`src/rtl/pkty_pkg.sv`:
```
// Shared packet-type codes, slot counts and decoded-attribute bundle
// for the multi-link packet-type decoder.
package pkty_pkg;

    localparam logic [3:0] PKTY_NULL = 4'h0;
    localparam logic [3:0] PKTY_POLL = 4'h1;
    localparam logic [3:0] PKTY_FHS  = 4'h2;
    localparam logic [3:0] PKTY_DM1  = 4'h3;
    localparam logic [3:0] PKTY_DH1  = 4'h4;
    localparam logic [3:0] PKTY_HV1  = 4'h5;
    localparam logic [3:0] PKTY_HV2  = 4'h6;
    localparam logic [3:0] PKTY_HV3  = 4'h7;
    localparam logic [3:0] PKTY_DV   = 4'h8;
    localparam logic [3:0] PKTY_AUX1 = 4'h9;
    localparam logic [3:0] PKTY_DM3  = 4'hA;
    localparam logic [3:0] PKTY_DH3  = 4'hB;
    localparam logic [3:0] PKTY_EV4  = 4'hC;
    localparam logic [3:0] PKTY_EV5  = 4'hD;
    localparam logic [3:0] PKTY_DM5  = 4'hE;
    localparam logic [3:0] PKTY_DH5  = 4'hF;

    localparam logic [2:0] SLOTS_1 = 3'd1;
    localparam logic [2:0] SLOTS_3 = 3'd3;
    localparam logic [2:0] SLOTS_5 = 3'd5;

    // Payload bit length width; covers byte lengths up to 10 bits
    localparam int PYLEN_W = 14;

    typedef struct packed {
        logic [PYLEN_W-1:0] pylen;
        logic [2:0]         slots;
        logic               hdr;
        logic               fec31;
        logic               fec32;
        logic               crc;
        logic               br;
        logic               dpsk;
        logic               brss;
    } pkty_attr_t;

endpackage

```
`src/rtl/pkty_mlink_decode_if.sv`:
```
// Control/status bundle between the TX scheduler and the packet-type
// decoder; master drives the request side, slave returns latched state.
interface pkty_mlink_decode_if #(
    parameter int NLINK = 4,
    parameter int LENW  = 10,
    parameter int LW    = $clog2(NLINK)
);
    logic [LW-1:0]     link_sel;
    logic [NLINK-1:0]  lt_is_BRmode;
    logic [NLINK-1:0]  lt_is_SCO;
    logic [NLINK-1:0]  lt_is_eSCO;
    logic [3:0]        pk_type;
    logic [LENW-1:0]   regi_payloadlen;
    logic              pk_encode_1stslot;
    logic              tslot_p;
    logic              abort;

    logic [LENW+3:0]   pylenbit_f;
    logic [2:0]        occpuy_slots_f;
    logic              fec31encode_f;
    logic              fec32encode_f;
    logic              crcencode_f;
    logic              packet_BRmode_f;
    logic              packet_DPSK_f;
    logic              BRss_f;
    logic              existpyheader_f;
    logic [LW-1:0]     link_f;
    logic              illegal_f;
    logic              tx_busy;
    logic [2:0]        slot_idx;
    logic              done_p;
    logic              collide_p;

    modport master (
        output link_sel, lt_is_BRmode, lt_is_SCO, lt_is_eSCO,
        output pk_type, regi_payloadlen, pk_encode_1stslot,
        output tslot_p, abort,
        input  pylenbit_f, occpuy_slots_f, fec31encode_f,
        input  fec32encode_f, crcencode_f, packet_BRmode_f,
        input  packet_DPSK_f, BRss_f, existpyheader_f, link_f,
        input  illegal_f, tx_busy, slot_idx, done_p, collide_p
    );

    modport slave (
        input  link_sel, lt_is_BRmode, lt_is_SCO, lt_is_eSCO,
        input  pk_type, regi_payloadlen, pk_encode_1stslot,
        input  tslot_p, abort,
        output pylenbit_f, occpuy_slots_f, fec31encode_f,
        output fec32encode_f, crcencode_f, packet_BRmode_f,
        output packet_DPSK_f, BRss_f, existpyheader_f, link_f,
        output illegal_f, tx_busy, slot_idx, done_p, collide_p
    );

endinterface

```
`src/rtl/pkty_attr_dec.sv`:
```
// Combinational packet-type decode into payload length and encoder
// controls. EDR support is compiled in with PKTY_EDR_EN.
module pkty_attr_dec
    import pkty_pkg::*;
#(
    parameter int LENW = 10
) (
    input  logic [3:0]      pk_type,
    input  logic [LENW-1:0] len,
    input  logic            is_br,
    input  logic            is_sco,
    input  logic            is_esco,
    output pkty_attr_t      attr,
    output logic            illegal
);

    logic               is_acl;
    logic [PYLEN_W-1:0] len_b;
    logic [PYLEN_W-1:0] len_b1;

    assign is_acl = !is_sco && !is_esco;
    assign len_b  = PYLEN_W'(len) << 3;
    assign len_b1 = (PYLEN_W'(len) + PYLEN_W'(1)) << 3;

    // Attribute table: defaults first, then per-type overrides
    always_comb begin
        attr       = '0;
        attr.hdr   = 1'b1;
        attr.fec32 = 1'b1;
        attr.crc   = 1'b1;
        attr.br    = 1'b1;
        attr.dpsk  = 1'b1;
        attr.slots = SLOTS_1;
        attr.pylen = is_acl ? len_b1 : len_b;
        unique case (pk_type)
            PKTY_NULL, PKTY_POLL: begin
                attr.pylen = '0;
                attr.hdr   = 1'b0;
            end
            PKTY_FHS: begin
                attr.pylen = PYLEN_W'(144);
                attr.hdr   = 1'b0;
            end
            PKTY_DM1: ;
            PKTY_DH1: begin
                attr.fec32 = 1'b0;
                attr.br    = is_br;
            end
            PKTY_HV1: begin
                attr.pylen = PYLEN_W'(80);
                attr.fec31 = 1'b1;
                attr.crc   = 1'b0;
                attr.hdr   = 1'b0;
            end
            PKTY_HV2: begin
                attr.hdr = 1'b0;
                if (is_esco) begin
                    attr.br    = 1'b0;
                    attr.fec32 = 1'b0;
                end else begin
                    attr.pylen = PYLEN_W'(160);
                    attr.crc   = 1'b0;
                end
            end
            PKTY_HV3: begin
                attr.hdr = 1'b0;
                if (is_esco && is_br) begin
                    attr.fec32 = 1'b0;
                end else if (is_esco) begin
                    attr.crc  = 1'b0;
                    attr.br   = 1'b0;
                    attr.dpsk = 1'b0;
                end else begin
                    attr.fec32 = 1'b0;
                    attr.crc   = 1'b0;
                    attr.pylen = PYLEN_W'(240);
                end
            end
            PKTY_DV: begin
                if (is_sco) begin
                    attr.pylen = PYLEN_W'(80) + len_b1;
                end else begin
                    attr.br    = 1'b0;
                    attr.dpsk  = 1'b0;
                    attr.fec32 = 1'b0;
                end
            end
            PKTY_AUX1: attr.crc = 1'b0;
            PKTY_DM3: begin
                attr.slots = SLOTS_3;
                attr.br    = is_br;
            end
            PKTY_DH3: begin
                attr.slots = SLOTS_3;
                attr.br    = is_br;
                attr.dpsk  = is_br;
            end
            PKTY_EV4: begin
                attr.hdr   = 1'b0;
                attr.slots = SLOTS_3;
                attr.br    = is_br;
            end
            PKTY_EV5: begin
                attr.hdr   = 1'b0;
                attr.slots = SLOTS_3;
                attr.br    = is_br;
                attr.dpsk  = is_br;
            end
            PKTY_DM5: begin
                attr.slots = SLOTS_5;
                attr.br    = is_br;
            end
            PKTY_DH5: begin
                attr.slots = SLOTS_5;
                attr.br    = is_br;
                attr.dpsk  = is_br;
            end
        endcase
`ifndef PKTY_EDR_EN
        attr.br   = 1'b1;
        attr.dpsk = 1'b1;
`endif
        attr.brss = attr.br && (attr.slots == SLOTS_1);
    end

    // Type/transport legality; eSCO wins if both mode flags are set
    always_comb begin
        illegal = 1'b0;
        if (is_esco) begin
            illegal = !(pk_type inside {PKTY_NULL, PKTY_POLL,
                                        PKTY_HV2, PKTY_HV3,
                                        PKTY_EV4, PKTY_EV5});
        end else if (is_sco) begin
            illegal = (pk_type >= PKTY_AUX1);
        end else begin
            illegal = pk_type inside {PKTY_HV1, PKTY_HV2, PKTY_HV3};
`ifndef PKTY_EDR_EN
            if (pk_type == PKTY_DV)
                illegal = 1'b1;
`endif
        end
    end

endmodule

```
`src/rtl/pkty_mlink_decode.sv`:
```
// Multi-link packet-type decoder: link mux, first-slot latch and
// slot-occupancy FSM. EDR support is compiled in with PKTY_EDR_EN.
module pkty_mlink_decode
    import pkty_pkg::*;
#(
    parameter int NLINK = 4,
    parameter int LENW  = 10,
    parameter int LW    = $clog2(NLINK)
) (
    input  logic clk_6M,
    input  logic rst,
    pkty_mlink_decode_if.slave bus
);

    typedef enum logic {IDLE, BUSY} state_t;

    state_t     state;
    pkty_attr_t attr;
    logic       illegal;
    logic       is_br;
    logic       is_sco;
    logic       is_esco;

    // Transport mode of the link being encoded
    always_comb begin
        is_sco  = bus.lt_is_SCO[bus.link_sel];
        is_esco = bus.lt_is_eSCO[bus.link_sel];
`ifdef PKTY_EDR_EN
        is_br   = bus.lt_is_BRmode[bus.link_sel];
`else
        // BR-only build: mode vector stays wired but reads as BR
        is_br   = bus.lt_is_BRmode[bus.link_sel] | 1'b1;
`endif
    end

    pkty_attr_dec #(
        .LENW (LENW)
    ) u_dec (
        .pk_type (bus.pk_type),
        .len     (bus.regi_payloadlen),
        .is_br   (is_br),
        .is_sco  (is_sco),
        .is_esco (is_esco),
        .attr    (attr),
        .illegal (illegal)
    );

    // First-slot latch and slot-occupancy FSM with registered outputs
    always_ff @(posedge clk_6M or posedge rst) begin
        if (rst) begin
            state               <= IDLE;
            bus.pylenbit_f      <= '0;
            bus.occpuy_slots_f  <= '0;
            bus.fec31encode_f   <= 1'b0;
            bus.fec32encode_f   <= 1'b0;
            bus.crcencode_f     <= 1'b0;
            bus.packet_BRmode_f <= 1'b0;
            bus.packet_DPSK_f   <= 1'b0;
            bus.BRss_f          <= 1'b0;
            bus.existpyheader_f <= 1'b0;
            bus.link_f          <= '0;
            bus.illegal_f       <= 1'b0;
            bus.tx_busy         <= 1'b0;
            bus.slot_idx        <= '0;
            bus.done_p          <= 1'b0;
            bus.collide_p       <= 1'b0;
        end else begin
            bus.done_p    <= 1'b0;
            bus.collide_p <= 1'b0;
            unique case (state)
                IDLE: begin
                    if (bus.pk_encode_1stslot) begin
                        bus.pylenbit_f      <= (LENW+4)'(attr.pylen);
                        bus.occpuy_slots_f  <= attr.slots;
                        bus.fec31encode_f   <= attr.fec31;
                        bus.fec32encode_f   <= attr.fec32;
                        bus.crcencode_f     <= attr.crc;
                        bus.packet_BRmode_f <= attr.br;
                        bus.packet_DPSK_f   <= attr.dpsk;
                        bus.BRss_f          <= attr.brss;
                        bus.existpyheader_f <= attr.hdr;
                        bus.link_f          <= bus.link_sel;
                        bus.illegal_f       <= illegal;
                        if (!illegal) begin
                            state        <= BUSY;
                            bus.tx_busy  <= 1'b1;
                            bus.slot_idx <= 3'd1;
                        end
                    end
                end
                BUSY: begin
                    if (bus.pk_encode_1stslot)
                        bus.collide_p <= 1'b1;
                    if (bus.abort) begin
                        state        <= IDLE;
                        bus.tx_busy  <= 1'b0;
                        bus.slot_idx <= '0;
                    end else if (bus.tslot_p) begin
                        if (bus.slot_idx == bus.occpuy_slots_f) begin
                            state        <= IDLE;
                            bus.tx_busy  <= 1'b0;
                            bus.slot_idx <= '0;
                            bus.done_p   <= 1'b1;
                        end else begin
                            bus.slot_idx <= bus.slot_idx + 3'd1;
                        end
                    end
                end
            endcase
        end
    end

endmodule

```
`src/flat_wrapper.sv`:
```
// flat-port wrapper written by rule: the top's interface ports become plain ports
module pkty_mlink_decode_flat import pkty_pkg::*;
#(
    parameter int NLINK = 4,
    parameter int LENW  = 10,
    parameter int LW    = $clog2(NLINK)
)
  (clk_6M, rst, bus_link_sel, bus_lt_is_BRmode, bus_lt_is_SCO, bus_lt_is_eSCO, bus_pk_type, bus_regi_payloadlen, bus_pk_encode_1stslot, bus_tslot_p, bus_abort, bus_pylenbit_f, bus_occpuy_slots_f, bus_fec31encode_f, bus_fec32encode_f, bus_crcencode_f, bus_packet_BRmode_f, bus_packet_DPSK_f, bus_BRss_f, bus_existpyheader_f, bus_link_f, bus_illegal_f, bus_tx_busy, bus_slot_idx, bus_done_p, bus_collide_p);
  pkty_mlink_decode_if #(.NLINK(NLINK), .LENW(LENW), .LW(LW)) bus_i ();
  input  logic clk_6M;
  input  logic rst;
  input wire logic [$bits(bus_i.link_sel)-1:0] bus_link_sel;
  input wire logic [$bits(bus_i.lt_is_BRmode)-1:0] bus_lt_is_BRmode;
  input wire logic [$bits(bus_i.lt_is_SCO)-1:0] bus_lt_is_SCO;
  input wire logic [$bits(bus_i.lt_is_eSCO)-1:0] bus_lt_is_eSCO;
  input wire logic [$bits(bus_i.pk_type)-1:0] bus_pk_type;
  input wire logic [$bits(bus_i.regi_payloadlen)-1:0] bus_regi_payloadlen;
  input wire logic [$bits(bus_i.pk_encode_1stslot)-1:0] bus_pk_encode_1stslot;
  input wire logic [$bits(bus_i.tslot_p)-1:0] bus_tslot_p;
  input wire logic [$bits(bus_i.abort)-1:0] bus_abort;
  output wire logic [$bits(bus_i.pylenbit_f)-1:0] bus_pylenbit_f;
  output wire logic [$bits(bus_i.occpuy_slots_f)-1:0] bus_occpuy_slots_f;
  output wire logic [$bits(bus_i.fec31encode_f)-1:0] bus_fec31encode_f;
  output wire logic [$bits(bus_i.fec32encode_f)-1:0] bus_fec32encode_f;
  output wire logic [$bits(bus_i.crcencode_f)-1:0] bus_crcencode_f;
  output wire logic [$bits(bus_i.packet_BRmode_f)-1:0] bus_packet_BRmode_f;
  output wire logic [$bits(bus_i.packet_DPSK_f)-1:0] bus_packet_DPSK_f;
  output wire logic [$bits(bus_i.BRss_f)-1:0] bus_BRss_f;
  output wire logic [$bits(bus_i.existpyheader_f)-1:0] bus_existpyheader_f;
  output wire logic [$bits(bus_i.link_f)-1:0] bus_link_f;
  output wire logic [$bits(bus_i.illegal_f)-1:0] bus_illegal_f;
  output wire logic [$bits(bus_i.tx_busy)-1:0] bus_tx_busy;
  output wire logic [$bits(bus_i.slot_idx)-1:0] bus_slot_idx;
  output wire logic [$bits(bus_i.done_p)-1:0] bus_done_p;
  output wire logic [$bits(bus_i.collide_p)-1:0] bus_collide_p;
  assign bus_i.link_sel = bus_link_sel;
  assign bus_i.lt_is_BRmode = bus_lt_is_BRmode;
  assign bus_i.lt_is_SCO = bus_lt_is_SCO;
  assign bus_i.lt_is_eSCO = bus_lt_is_eSCO;
  assign bus_i.pk_type = bus_pk_type;
  assign bus_i.regi_payloadlen = bus_regi_payloadlen;
  assign bus_i.pk_encode_1stslot = bus_pk_encode_1stslot;
  assign bus_i.tslot_p = bus_tslot_p;
  assign bus_i.abort = bus_abort;
  assign bus_pylenbit_f = bus_i.pylenbit_f;
  assign bus_occpuy_slots_f = bus_i.occpuy_slots_f;
  assign bus_fec31encode_f = bus_i.fec31encode_f;
  assign bus_fec32encode_f = bus_i.fec32encode_f;
  assign bus_crcencode_f = bus_i.crcencode_f;
  assign bus_packet_BRmode_f = bus_i.packet_BRmode_f;
  assign bus_packet_DPSK_f = bus_i.packet_DPSK_f;
  assign bus_BRss_f = bus_i.BRss_f;
  assign bus_existpyheader_f = bus_i.existpyheader_f;
  assign bus_link_f = bus_i.link_f;
  assign bus_illegal_f = bus_i.illegal_f;
  assign bus_tx_busy = bus_i.tx_busy;
  assign bus_slot_idx = bus_i.slot_idx;
  assign bus_done_p = bus_i.done_p;
  assign bus_collide_p = bus_i.collide_p;
  pkty_mlink_decode #(.NLINK(NLINK), .LENW(LENW), .LW(LW)) u_core (.clk_6M(clk_6M), .rst(rst), .bus(bus_i));
endmodule
```
`config.mk`:
```
export PLATFORM = sky130hd
export DESIGN_NAME = pkty_mlink_decode_flat
export DESIGN_NICKNAME = d
export VERILOG_FILES = /design/src/rtl/pkty_pkg.sv /design/src/rtl/pkty_mlink_decode_if.sv /design/src/rtl/pkty_attr_dec.sv /design/src/rtl/pkty_mlink_decode.sv /design/src/flat_wrapper.sv
export SDC_FILE = /design/constraint.sdc
export NUM_CORES = 1
export LEC_CHECK = 0
export ABC_AREA = 1
export BUFFER_PORTS_ARGS = -buffer_cell sky130_fd_sc_hd__buf_4
export CAP_MARGIN = 20
export CORE_UTILIZATION = 50
export DETAILED_ROUTE_END_ITERATION = 8
export PLACE_DENSITY = 0.9
export SLEW_MARGIN = 30
export SYNTH_ARGS = -nofsm -noshare
export SYNTH_HDL_FRONTEND = slang
export SYNTH_SLANG_ARGS = --single-unit
```
`constraint.sdc`:
```
create_clock -name clk_6M -period 3.9 [get_ports clk_6M]
set_input_delay 0.78 -clock clk_6M [delete_from_list [all_inputs] [get_ports clk_6M]]
set_output_delay 0.78 -clock clk_6M [all_outputs]
set_load 0.005 [all_outputs]
```
==> flow_metrics.tcl <==
set metrics [dict create \
    status "finished clean" \
    cts_hold_buf 0 \
    hold_class "register to register" \
    grt_pass1_wl_mm 9.45 \
    drt_iter0_markers 152 \
    fmax_mhz 473 \
    postCtsSetupRepairBufs 0 \
    min_period_ns 2.11 \
    yosys.cell_count.top_type "nand2_1" \
    layout-drive-gt1-share 0.222 \
    ctsResizeCount 0 \
    avgSynthCellArea_um2 6.65 \
    path_class "input pin to register" \
    grt_setup_unrepaired "no" \
    synthCells 330 \
    grt_overflow 0 \
    r2r_cells 6 \
    p_total_mw 1.36 \
    die_x_um 68.2 \
    start_util 0.533 \
    min_period_over_period 0.542 \
    start_kind "input pin" \
    grt_max_degree 30 \
    worst_slew_pin_slew_ns 0.606 \
    placedCellCount 431 \
    crit_path_end_kind "register" \
    use_met1 0.328 \
    slew_headroom 0.595 \
    arrival_ns 2.32 \
    finalWirelength_mm 5.42 \
    utilization 0.660 \
    gr-usage-met2 0.464 \
    grt_most_used_layer "met2" \
    root_buffer "clkbuf_8" \
    cap_violations 0 \
    yosysTopAreaCell "dfrtp_1" \
    rows 23 \
    cts_tree "yes" \
    grt.total_usage 0.270 \
    drt_first_pass_iters 4 \
    fin_nets 424 \
    grt_pass1_vias 2151 \
    yosys.cell_types.count 33 \
    core_um2 4120 \
    die_area_um2 4660 \
    clock-skew-final_ns 0.00477 \
    yosysTopAreaCellShare 0.331 \
    die_y_um 68.2 \
    clk_latency_ns 0.28 \
    antenna_found_initial 0 \
    yosys_warnings 0 \
    yosys-top-cells-area "dfrtp_1 33%, nand2_1 15%, inv_1 7.5%" \
    io_pins 66 \
    drv_slew 0 \
    timing_hold_violations_final 0 \
    max-vdd-ir-drop_v 0.000180 \
    pwr_density_cell_nw_per_um2 500 \
    place_congestion 0.889 \
    cts.sinks 29 \
    vias 2335 \
    ys.flop_type "dfrtp_1" \
    finalSetupViolations 0 \
    total_leakage_power_nw 1.43 \
    min_path_cells 2 \
    crit_required_ns 4.11 \
    cp_max_fo 7 \
    use_met3 0.0450 \
    cts_max_level 2 \
    synth-seq-area-share 0.331 \
    ys_top_cells_by_count "89 x nand2_1, 44 x inv_1, 40 x nor2_1" \
    setup_tns_ns 0 \
    viasPerCell 5.33 \
    cts_buffers 5 \
    cts.clk_slew.worst_paths_ns 0.06 \
    wl_per_cell_um 12.4 \
    finalNonFillerCells 438 \
    synthesis.area_um2 2190 \
    port_buffers 58 \
    antennaDiodeCount 0 \
    ys_ff_latch 29 \
    dpl.hpwl_mm 4.19 \
    clock_path_buffers 2 \
    synth-async-reset-ratio 1.00 \
    ant_nets 0 \
    drc_errors 0 \
    area_growth_pct 23.8 \
    synth_edf_count 0 \
]
==> layout make-up <==
cell class,instances,area (µm²)
inverters,48,180
well taps,50,62.6
flip-flops and latches,29,726
fillers,366,1400
multi-input cells,245,1220
clock buffers,7,86.3
repair buffers,59,443
==> layer usage <==
metal / part of all wire / wire length, µm
met5: 0 / 0
met1: 0.43 / 2320
met4: 0.019 / 101
met3: 0.077 / 417
met2: 0.48 / 2580
==> cell families after synthesis <==
family	Yosys count	synth area share
AO/OA/AOI/OAI	54	0.144
XOR/XNOR	5	0.0200
adder cells (fa/ha/maj)	3	0.0171
buffers and inverters	58	0.117
flip-flops	29	0.331
other	1	0.00171
AND/OR/NAND/NOR	180	0.369
==> cells in the final DEF (no fill, tap or decap), drive strengths merged, types with 5 or more instances in the layout <==
cell,count
a31oi,5
nand3,29
o21ai,25
inv,47
dfrtp,29
a21oi,13
buf,59
clkbuf,7
nand4,7
nor2,46
nand2,95
o211ai,5
==> power by group <==
group	leakage [nW]	switching [mW]	total (mW)	internal, mW
clock	0.0443	0.110	0.250	0.140
sequential	0.345	0.0882	0.515	0.427
combinational	1.04	0.304	0.595	0.290
==> metrics by stage <==
| step | area (µm²) | hold WS (ns) | worst slack [ns] |
|---|---|---|---|
| CTS | 2720 | 0.490 | 1.78 |
| floorplan | 2200 | 0.472 | 1.83 |
| global route | 2720 | 0.542 | 1.66 |
| global placement | 2630 | 0.468 | 1.58 |
| finish | 2720 | 0.485 | 1.79 |
| detailed placement | 2630 | 0.474 | 1.49 |
==> worst paths after layout <==
path	from	to	slack, ns
hold / removal	u_core.bus.link_f[0]	u_core.bus.link_f[0]	0.49
min in group asynchronous	rst	u_core.bus.tx_busy	0.58
setup / recovery	bus_regi_payloadlen[0]	u_core.bus.pylenbit_f[12]	1.79
setup reg to reg	u_core.state	u_core.bus.pylenbit_f[4]	2.33
hold reg to reg	u_core.bus.link_f[0]	u_core.bus.link_f[0]	0.49
max in group asynchronous	rst	u_core.bus.occpuy_slots_f[1]	2.92
==> sequential cells by signal, summed over array words and instances, names as in the netlist, 2 cells and up <==
signal                     flops
u_core.bus.link_f              2
u_core.bus.occpuy_slots_f      3
u_core.bus.pylenbit_f         11
u_core.bus.slot_idx            3
==> critical path, stage by stage <==
cell	delay, ns
buf_4	0.14
ha_1	0.23
nand2_2	0.10
inv_1	0.04
nor2_1	0.13
ha_1	0.20
inv_1	0.06
nand2_2	0.09
nand3_2	0.11
nor2_2	0.13
nand2_1	0.07
nand2_1	0.05
nand3_1	0.06
a21oi_1	0.12
Power figures use the tool's default switching activity.
